**config.mk**
```make
export PLATFORM = sky130hd
export DESIGN_NAME = mig_calib_monitor
export DESIGN_NICKNAME = d
export VERILOG_FILES = /design/src/rtl/mig_calib_monitor.sv
export SDC_FILE = /design/constraint.sdc
export NUM_CORES = 1
export LEC_CHECK = 0
export CORE_ASPECT_RATIO = 1.75
export CORE_MARGIN = 3
export CORE_UTILIZATION = 40
export CTS_CLUSTER_SIZE = 16
export DETAILED_ROUTE_END_ITERATION = 8
export GPL_TIMING_DRIVEN = 1
export PLACE_DENSITY = 0.64
export SLEW_MARGIN = 20
export SYNTH_ARGS = -nofsm -noshare
export SYNTH_HDL_FRONTEND = slang
export SYNTH_SLANG_ARGS = --single-unit
```
**constraint.sdc**
```tcl
create_clock -name i_Clock -period 3.1 [get_ports i_Clock]
set_clock_uncertainty 0.2 [all_clocks]
set_input_delay 0.465 -clock i_Clock [delete_from_list [all_inputs] [get_ports i_Clock]]
set_output_delay 0.465 -clock i_Clock [all_outputs]
set_load 0.02 [all_outputs]
```
**src/rtl/mig_calib_monitor.sv**
```systemverilog
// mig_calib_monitor
// Watches the MIG post-reset status and gates the downstream system reset.
// The MIG reset hold timer is enabled, calibration is awaited, and the
// system reset is released only after a run of consecutive good status
// cycles. A timeout or a loss of calibration drops the timer enable so the
// full MIG reset sequence runs again. Once the retry budget is spent, a
// sticky error is latched.
//
// state     | meaning
// ----------+---------------------------------------------------------------
// ST_ASSERT | timer enable held low for RETRY_LOW_CYCLES, MIG kept in reset
// ST_WAIT   | timer enabled, waiting for calib complete with no UI reset
// ST_STABLE | status good, counting consecutive good cycles before release
// ST_RUN    | system reset released, ready asserted
// ST_ERROR  | retries exhausted, everything held off until i_Reset_n
//
// A fault (a timeout in WAIT/STABLE, or bad status in RUN) is not a state.
// It is decided in a single cycle: go to ST_ASSERT with one more retry
// consumed, or go to ST_ERROR once the retry count has reached MAX_RETRIES.

module mig_calib_monitor #(
    parameter int CALIB_TIMEOUT_CYCLES = 2000000,
    parameter int TIMEOUT_WIDTH        = 22,
    parameter int STABLE_CYCLES        = 256,
    parameter int STABLE_WIDTH         = 9,
    parameter int RETRY_LOW_CYCLES     = 100,
    parameter int MAX_RETRIES          = 3,
    parameter int RETRY_WIDTH          = 2
) (
    input  logic                   i_Clock,
    input  logic                   i_Reset_n,
    input  logic                   i_Calib_Complete,
    input  logic                   i_Ui_Sync_Rst,
    output logic                   o_Timer_Enable,
    output logic                   o_Sys_Reset_n,
    output logic                   o_Ready,
    output logic                   o_Error,
    output logic [RETRY_WIDTH-1:0] o_Retry_Count
);

    localparam int LOW_WIDTH = (RETRY_LOW_CYCLES > 1) ? $clog2(RETRY_LOW_CYCLES) : 1;

    localparam logic [LOW_WIDTH-1:0]     LOW_LAST     = LOW_WIDTH'(RETRY_LOW_CYCLES - 1);
    localparam logic [TIMEOUT_WIDTH-1:0] TIMEOUT_LAST = TIMEOUT_WIDTH'(CALIB_TIMEOUT_CYCLES - 1);
    localparam logic [STABLE_WIDTH-1:0]  STABLE_LAST  = STABLE_WIDTH'(STABLE_CYCLES - 1);
    localparam logic [RETRY_WIDTH-1:0]   RETRY_MAX    = RETRY_WIDTH'(MAX_RETRIES);

    typedef enum logic [2:0] {
        ST_ASSERT = 3'd0,
        ST_WAIT   = 3'd1,
        ST_STABLE = 3'd2,
        ST_RUN    = 3'd3,
        ST_ERROR  = 3'd4
    } state_t;

    state_t                   state;
    logic [LOW_WIDTH-1:0]     low_cnt;
    logic [TIMEOUT_WIDTH-1:0] timeout_cnt;
    logic [STABLE_WIDTH-1:0]  stable_cnt;

    logic calib_meta;
    logic calib_sync;
    logic ui_rst_meta;
    logic ui_rst_sync;

    logic status_good;
    logic stable_done;
    logic timeout_hit;
    logic fault_now;
    logic retries_spent;

    // Two-flop synchronizers. The UI reset resets to 1 so that the status
    // reads as bad until the MIG says otherwise.
    always_ff @(posedge i_Clock or negedge i_Reset_n) begin
        if (!i_Reset_n) begin
            calib_meta  <= 1'b0;
            calib_sync  <= 1'b0;
            ui_rst_meta <= 1'b1;
            ui_rst_sync <= 1'b1;
        end else begin
            calib_meta  <= i_Calib_Complete;
            calib_sync  <= calib_meta;
            ui_rst_meta <= i_Ui_Sync_Rst;
            ui_rst_sync <= ui_rst_meta;
        end
    end

    // Fault decision. A completed stable count outranks a timeout that
    // lands on the same cycle.
    always_comb begin
        status_good   = calib_sync & ~ui_rst_sync;
        stable_done   = status_good && (stable_cnt == STABLE_LAST);
        timeout_hit   = (timeout_cnt == TIMEOUT_LAST);
        retries_spent = (o_Retry_Count == RETRY_MAX);
        fault_now     = 1'b0;
        case (state)
            ST_WAIT:   fault_now = !status_good && timeout_hit;
            ST_STABLE: fault_now = !stable_done && timeout_hit;
            ST_RUN:    fault_now = !status_good;
            default:   fault_now = 1'b0;
        endcase
    end

    // Sequencing FSM with registered outputs.
    always_ff @(posedge i_Clock or negedge i_Reset_n) begin
        if (!i_Reset_n) begin
            state          <= ST_ASSERT;
            low_cnt        <= '0;
            timeout_cnt    <= '0;
            stable_cnt     <= '0;
            o_Timer_Enable <= 1'b0;
            o_Sys_Reset_n  <= 1'b0;
            o_Ready        <= 1'b0;
            o_Error        <= 1'b0;
            o_Retry_Count  <= '0;
        end else if (fault_now) begin
            o_Timer_Enable <= 1'b0;
            o_Sys_Reset_n  <= 1'b0;
            o_Ready        <= 1'b0;
            low_cnt        <= '0;
            if (retries_spent) begin
                state   <= ST_ERROR;
                o_Error <= 1'b1;
            end else begin
                state         <= ST_ASSERT;
                o_Retry_Count <= o_Retry_Count + 1'b1;
            end
        end else begin
            case (state)
                ST_ASSERT: begin
                    o_Timer_Enable <= 1'b0;
                    o_Sys_Reset_n  <= 1'b0;
                    o_Ready        <= 1'b0;
                    if (low_cnt == LOW_LAST) begin
                        low_cnt        <= '0;
                        timeout_cnt    <= '0;
                        state          <= ST_WAIT;
                        o_Timer_Enable <= 1'b1;
                    end else begin
                        low_cnt <= low_cnt + 1'b1;
                    end
                end

                ST_WAIT: begin
                    o_Timer_Enable <= 1'b1;
                    timeout_cnt    <= timeout_cnt + 1'b1;
                    if (status_good) begin
                        stable_cnt <= '0;
                        state      <= ST_STABLE;
                    end
                end

                ST_STABLE: begin
                    o_Timer_Enable <= 1'b1;
                    // The timeout keeps running through STABLE. It holds at its
                    // terminal value only when RUN wins the tie.
                    if (!timeout_hit) begin
                        timeout_cnt <= timeout_cnt + 1'b1;
                    end
                    if (!status_good) begin
                        state <= ST_WAIT;
                    end else if (stable_done) begin
                        state         <= ST_RUN;
                        o_Sys_Reset_n <= 1'b1;
                        o_Ready       <= 1'b1;
                    end else begin
                        stable_cnt <= stable_cnt + 1'b1;
                    end
                end

                ST_RUN: begin
                    o_Timer_Enable <= 1'b1;
                    o_Sys_Reset_n  <= 1'b1;
                    o_Ready        <= 1'b1;
                end

                ST_ERROR: begin
                    o_Timer_Enable <= 1'b0;
                    o_Sys_Reset_n  <= 1'b0;
                    o_Ready        <= 1'b0;
                    o_Error        <= 1'b1;
                end

                default: begin
                    state          <= ST_ASSERT;
                    low_cnt        <= '0;
                    o_Timer_Enable <= 1'b0;
                    o_Sys_Reset_n  <= 1'b0;
                    o_Ready        <= 1'b0;
                end
            endcase
        end
    end

endmodule

```
## Word level (Yosys, flattened, before mapping)

Index checks and enable logic that the tools add are counted.
W data, S select, Z words.

| cells by class | value |
|---|---|
| add/subtract/negate cells | 4 |
| equality and inequality tests | 22 |
| multiplexer cells | 28 |
| bitwise gates (word level) | 4 |
| reductions and logical operators | 18 |

Operators with widths:

| operator | count |
|---|---|
| $pmux W22 S3 | 1 |
| $mux W22 | 2 |
| $mux W9 | 3 |
| $add A22 B1 Y22 const B | 1 |
| $eq A22 B21 Y1 const B | 1 |
| $mux W3 | 6 |
| $pmux W9 S2 | 1 |
| $mux W7 | 2 |
| $pmux W7 S2 | 1 |
| $ne A2 B2 Y1 const B | 6 |
| $ne A3 B3 Y1 const B | 4 |
| $pmux W3 S4 | 1 |
| $add A9 B1 Y9 const B | 1 |
| $eq A9 B8 Y1 const B | 1 |
| $mux W1 | 8 |
| $reduce_and A4 Y1 | 2 |
| $add A7 B1 Y7 const B | 1 |
| $eq A7 B7 Y1 const B | 1 |
| $eq A3 B2 Y1 const B | 2 |
| $ne A2 B1 Y1 const B | 3 |
| $pmux W1 S3 | 2 |
| $reduce_and A5 Y1 | 1 |
| $ne A4 B4 Y1 const B | 1 |
| $reduce_and A2 Y1 | 2 |
| 16 further kinds | 22 |

| storage, ports and cells | value |
|---|---|
| flip-flop bits (word level) | 50 |
| output and inout port bits | 6 |
| logic and storage cells | 88 |

## Longest topological paths before layout

| logic depth | value |
|---|---|
| depth in word-level cells | 8 |
| mapped depth | 10 |
| depth with buffers taken out | 9 |

## Worst setup path after synthesis

No wires, ideal clock.

| timing path | value |
|---|---|
| path type | register -> register |
| from | reg stable_cnt[0] |
| to | reg stable_cnt[4] |
| setup time | 69 ps |
| arrival time | 2,197 ps |
| required time | 2,831 ps |
| setup slack | 634 ps |
| cell stages (with the launch flop) | 10 |
| path buffers | 0 |
| cells stage by stage | dfrtp_1 > ha_1 > nand3_1 > nor2_1 > ha_1 > or3b_1 > a211oi_2 > o21ai_1 > or4_1 > nand3_1 |

| on the way | value |
|---|---|
| longest elaborated chain between the ends | 7 |

RTL lines:

| what | line | RTL |
|---|---|---|
| from (decl) | 59 | `logic [STABLE_WIDTH-1:0] stable_cnt;` |
| from (signal assigned) | 167 | `stable_cnt <= stable_cnt + 1'b1;` |
| parallel branches: the longest is 7 deep, another holds $add A9 B1 Y9 | n/a |  |

Parallel ways; which one is timed is not known. The select of a mux whose other input is x is not followed.
A chain may end at the register's enable or synchronous reset.

## Worst setup path in the final report

| timing path | value |
|---|---|
| from | reg stable_cnt[0] |
| to | reg stable_cnt[6] |

The elaborated chain is that of the path after synthesis.

==> impl_metrics.ini <==
[cts]
htreeDepth = 2
ctsRootBufferMaster = clkbuf_16
tritoncts = done
clk_pin_slew_ns = 0.07
cts_buffers = 5
insertion_delay_ns = 0.29
clock_sinks = 50
clockBufferDepth = 2
cts_setup_buffers = 0
postCtsResizedCells = 0

[timing]
holdWs_ns = 0.1515
max_freq_mhz = 361.9
tightest_slew_ns = 0.6393
setup_tns_ns = 0
postLayoutSetupSlackWorst_ns = 0.3370
slew_headroom = 0.5705
report.final.slew_viol_count = 0
setup_viol = 0
post-route-period-util = 0.8913
final_hold_viol_count = 0
rsz0062_at_grt = no
min_period_ns = 2.763

[grt]
antenna_found_initial = 0
grt_max_degree = 31
grt_pass1_vias = 2433
grtUsageTotal = 0.1660
grt_pass1_wl_microns = 11270
overflow = 0

[layout]
num_antenna_cells = 0
area_growth_syn_to_layout_pct = 11.58
drive_gt1_frac = 0.1066
layout.nets = 327
stdcell_count = 403

[worst_hold_path]
hold_path.class = reg -> reg

[logic_synthesis]
synthFlopType = dfrtp_1
ys_types = 60
synth_area_sq_mm = 0.002863
yosys_warnings = 0
netlist_instances = 308
ys_ff_latch = 50
synth_enable_flop_cells = 0
async_flop_share = 1.000
syn-num-nets = 317
synth-seq-area-share = 0.4379
syn_avg_cell_area_sq_um = 9.295

[die]
dieArea_sq_mm = 0.008248
ios = 10
core_area_sq_mm = 0.006907
row_count = 40
die_w_microns = 69.95
start_util = 0.4145
die_h_microns = 117.9

[route]
wl_per_cell_microns = 15.91
drt_iter0_markers = 160
vias = 2413
first_pass_iters = 4
drc = 0
wirelength_microns = 6412
detail-route-antenna-nets = 0
vias_per_cell = 5.988

[setup_path]
startpoint_type = flop
required_ns = 3.08
arrival_ns = 2.74
crit_path_max_fanout = 6
end_kind = flop
path_class = reg -> reg

[power]
comb_power_share = 0.017
power_mw = 1.265
p_leak_nw = 1.320
pwr-share-seq = 0.519
internal-power_mw = 1.006
power.switching_uw = 259.7
ir_drop_mv = 0.2520
clkPwrFrac = 0.464
p_per_area_mw_per_mm2 = 396.2
sw_frac_of_total = 0.2052

[placement]
dpl.hpwl_microns = 4534
gp_congestion = 0.8182
io_buffers = 9
dpl_worst_slack_ns = 0.3638
dp_cells = 394

[status]
status = completed

[flow_run]
maxCapViolations = 0
==> per-layer routing <==
metal | vias to the layer above | global-route usage | part of all wire
li1 | 1182 | - | -
met1 | 1186 | 0.1841 | 0.41
met2 | 31 | 0.2944 | 0.54
met3 | 14 | 0.02137 | 0.020
met4 | 0 | 0.09952 | 0.031
met5 | - | 0 | 0
==> Yosys cell counts, drive strengths merged (3+ instances only) <==
| master | count | area share |
|---|---|---|
| o31ai | 3 | 0.0079 |
| nand3 | 23 | 0.040 |
| a211o | 4 | 0.012 |
| or3 | 3 | 0.0066 |
| clkbuf | 5 | 0.0066 |
| and4 | 3 | 0.0092 |
| nand2 | 28 | 0.038 |
| nor3 | 7 | 0.016 |
| nand4 | 4 | 0.011 |
| nor2b | 4 | 0.0087 |
| and3 | 13 | 0.028 |
| a21oi | 15 | 0.026 |
| ha | 5 | 0.022 |
| nor2 | 20 | 0.027 |
| dfrtp | 48 | 0.42 |
| nor4b | 3 | 0.011 |
| inv | 9 | 0.012 |
| o41ai | 3 | 0.012 |
| o21ai | 21 | 0.037 |
| a31oi | 26 | 0.057 |
| a41oi | 5 | 0.015 |
| buf | 9 | 0.022 |
| nand2b | 8 | 0.017 |
| nor4 | 4 | 0.011 |
| nor3b | 3 | 0.0079 |
| or2 | 3 | 0.0066 |
==> cell families (layout without fill, tap and decap cells) <==
| logic type | Yosys count | count (layout) | share of synthesized area |
|---|---|---|---|
| buf+inv | 23 | 34 | 0.04064 |
| simple gates | 132 | 132 | 0.2548 |
| compound gates | 92 | 92 | 0.2247 |
| fa+ha+maj | 5 | 5 | 0.02185 |
| flops | 50 | 50 | 0.4379 |
| mux | 3 | 3 | 0.01093 |
| xor+xnor | 3 | 3 | 0.009180 |
==> critical path: stages, from the launching register on <==
cell and delay, ns:
dfrtp_1 0.42, ha_1 0.27, nand3_1 0.10, nor2_1 0.04, ha_1 0.24, or3b_1 0.41, a211oi_2 0.21, o21ai_1 0.18
nand2b_1 0.28, o41ai_1 0.29
==> area by class of cell <==
| class | instances | area [sq um] |
|---|---|---|
| Clock buffer | 7 | 152.6 |
| Clock inverter | 1 | 8.758 |
| Fill cell | 682 | 3712 |
| Inverter | 9 | 33.78 |
| Multi-Input combinational cell | 235 | 1493 |
| Sequential cell | 50 | 1254 |
| Tap cell | 84 | 105.1 |
| Timing Repair Buffer | 17 | 147.6 |
==> final timing paths <==
check                                           from                   endpoint  slack (ns)  cells after the start
max                        stable_cnt[0]$_DFFE_PN0P_  stable_cnt[6]$_DFFE_PN0P_        0.34                      9
min reg2reg                     calib_meta$_DFF_PN0_       calib_sync$_DFF_PN0_        0.15                      0
max in group asynchronous                  i_Reset_n      ui_rst_meta$_DFF_PN1_        1.41                      3
min                             calib_meta$_DFF_PN0_       calib_sync$_DFF_PN0_        0.15                      0
min in group asynchronous                  i_Reset_n     low_cnt[0]$_DFFE_PN0P_        0.48                      2
max reg2reg                stable_cnt[0]$_DFFE_PN0P_  stable_cnt[6]$_DFFE_PN0P_        0.34                      9
==> cells in the final DEF, fill, tap and decap left out, types with 3 or more instances in the layout <==
cell type / count
buf_4: 7
clkbuf_16: 5
nand3_1: 23
a41oi_1: 5
a21oi_1: 15
nor2_1: 19
and4_1: 3
and3_1: 13
o21ai_0: 10
a31oi_1: 26
a211o_1: 4
o21ai_1: 11
clkdlybuf4s50_1: 8
dfrtp_1: 48
nor4_1: 3
o31ai_1: 3
nor2b_1: 4
nor3b_1: 3
nand2_1: 27
nand4_1: 3
nand2b_1: 8
nor3_1: 5
inv_1: 9
ha_1: 5
or3_1: 3
==> repair_timing <==
action	CTS	global route
hold buffers	1	0
hold endpoints to repair	20	0
endpoints found under the setup margin	0	0
==> registers in the layout, summed over array words and instances, names as in the netlist <==
name,count
o_Error,1
stable_cnt,9
calib_meta,1
calib_sync,1
state,3
o_Ready,1
o_Timer_Enable,1
ui_rst_meta,1
low_cnt,7
o_Retry_Count,2
timeout_cnt,22
ui_rst_sync,1
==> stage by stage <==
stage / utilization / area [sq um]
after floorplan: - / 2863
after global routing: 0.4625 / 3194
after CTS: 0.4625 / 3194
final: 0.4625 / 3194
after global placement: 0.4377 / 3023
after detailed placement: 0.4377 / 3023
==> power by group through the flow <==
| stage | clock network, mW | logic (mW) | registers (mW) |
|---|---|---|---|
| floorplan | 0 | 0.00271 | 0.669 |
| global placement | 0 | 0.0220 | 0.669 |
| detailed placement | 0 | 0.0220 | 0.669 |
| CTS | 0.603 | 0.0229 | 0.657 |
| global route | 0.626 | 0.0249 | 0.656 |
| finish | 0.587 | 0.0214 | 0.657 |
(Power assumes the default switching activity.)
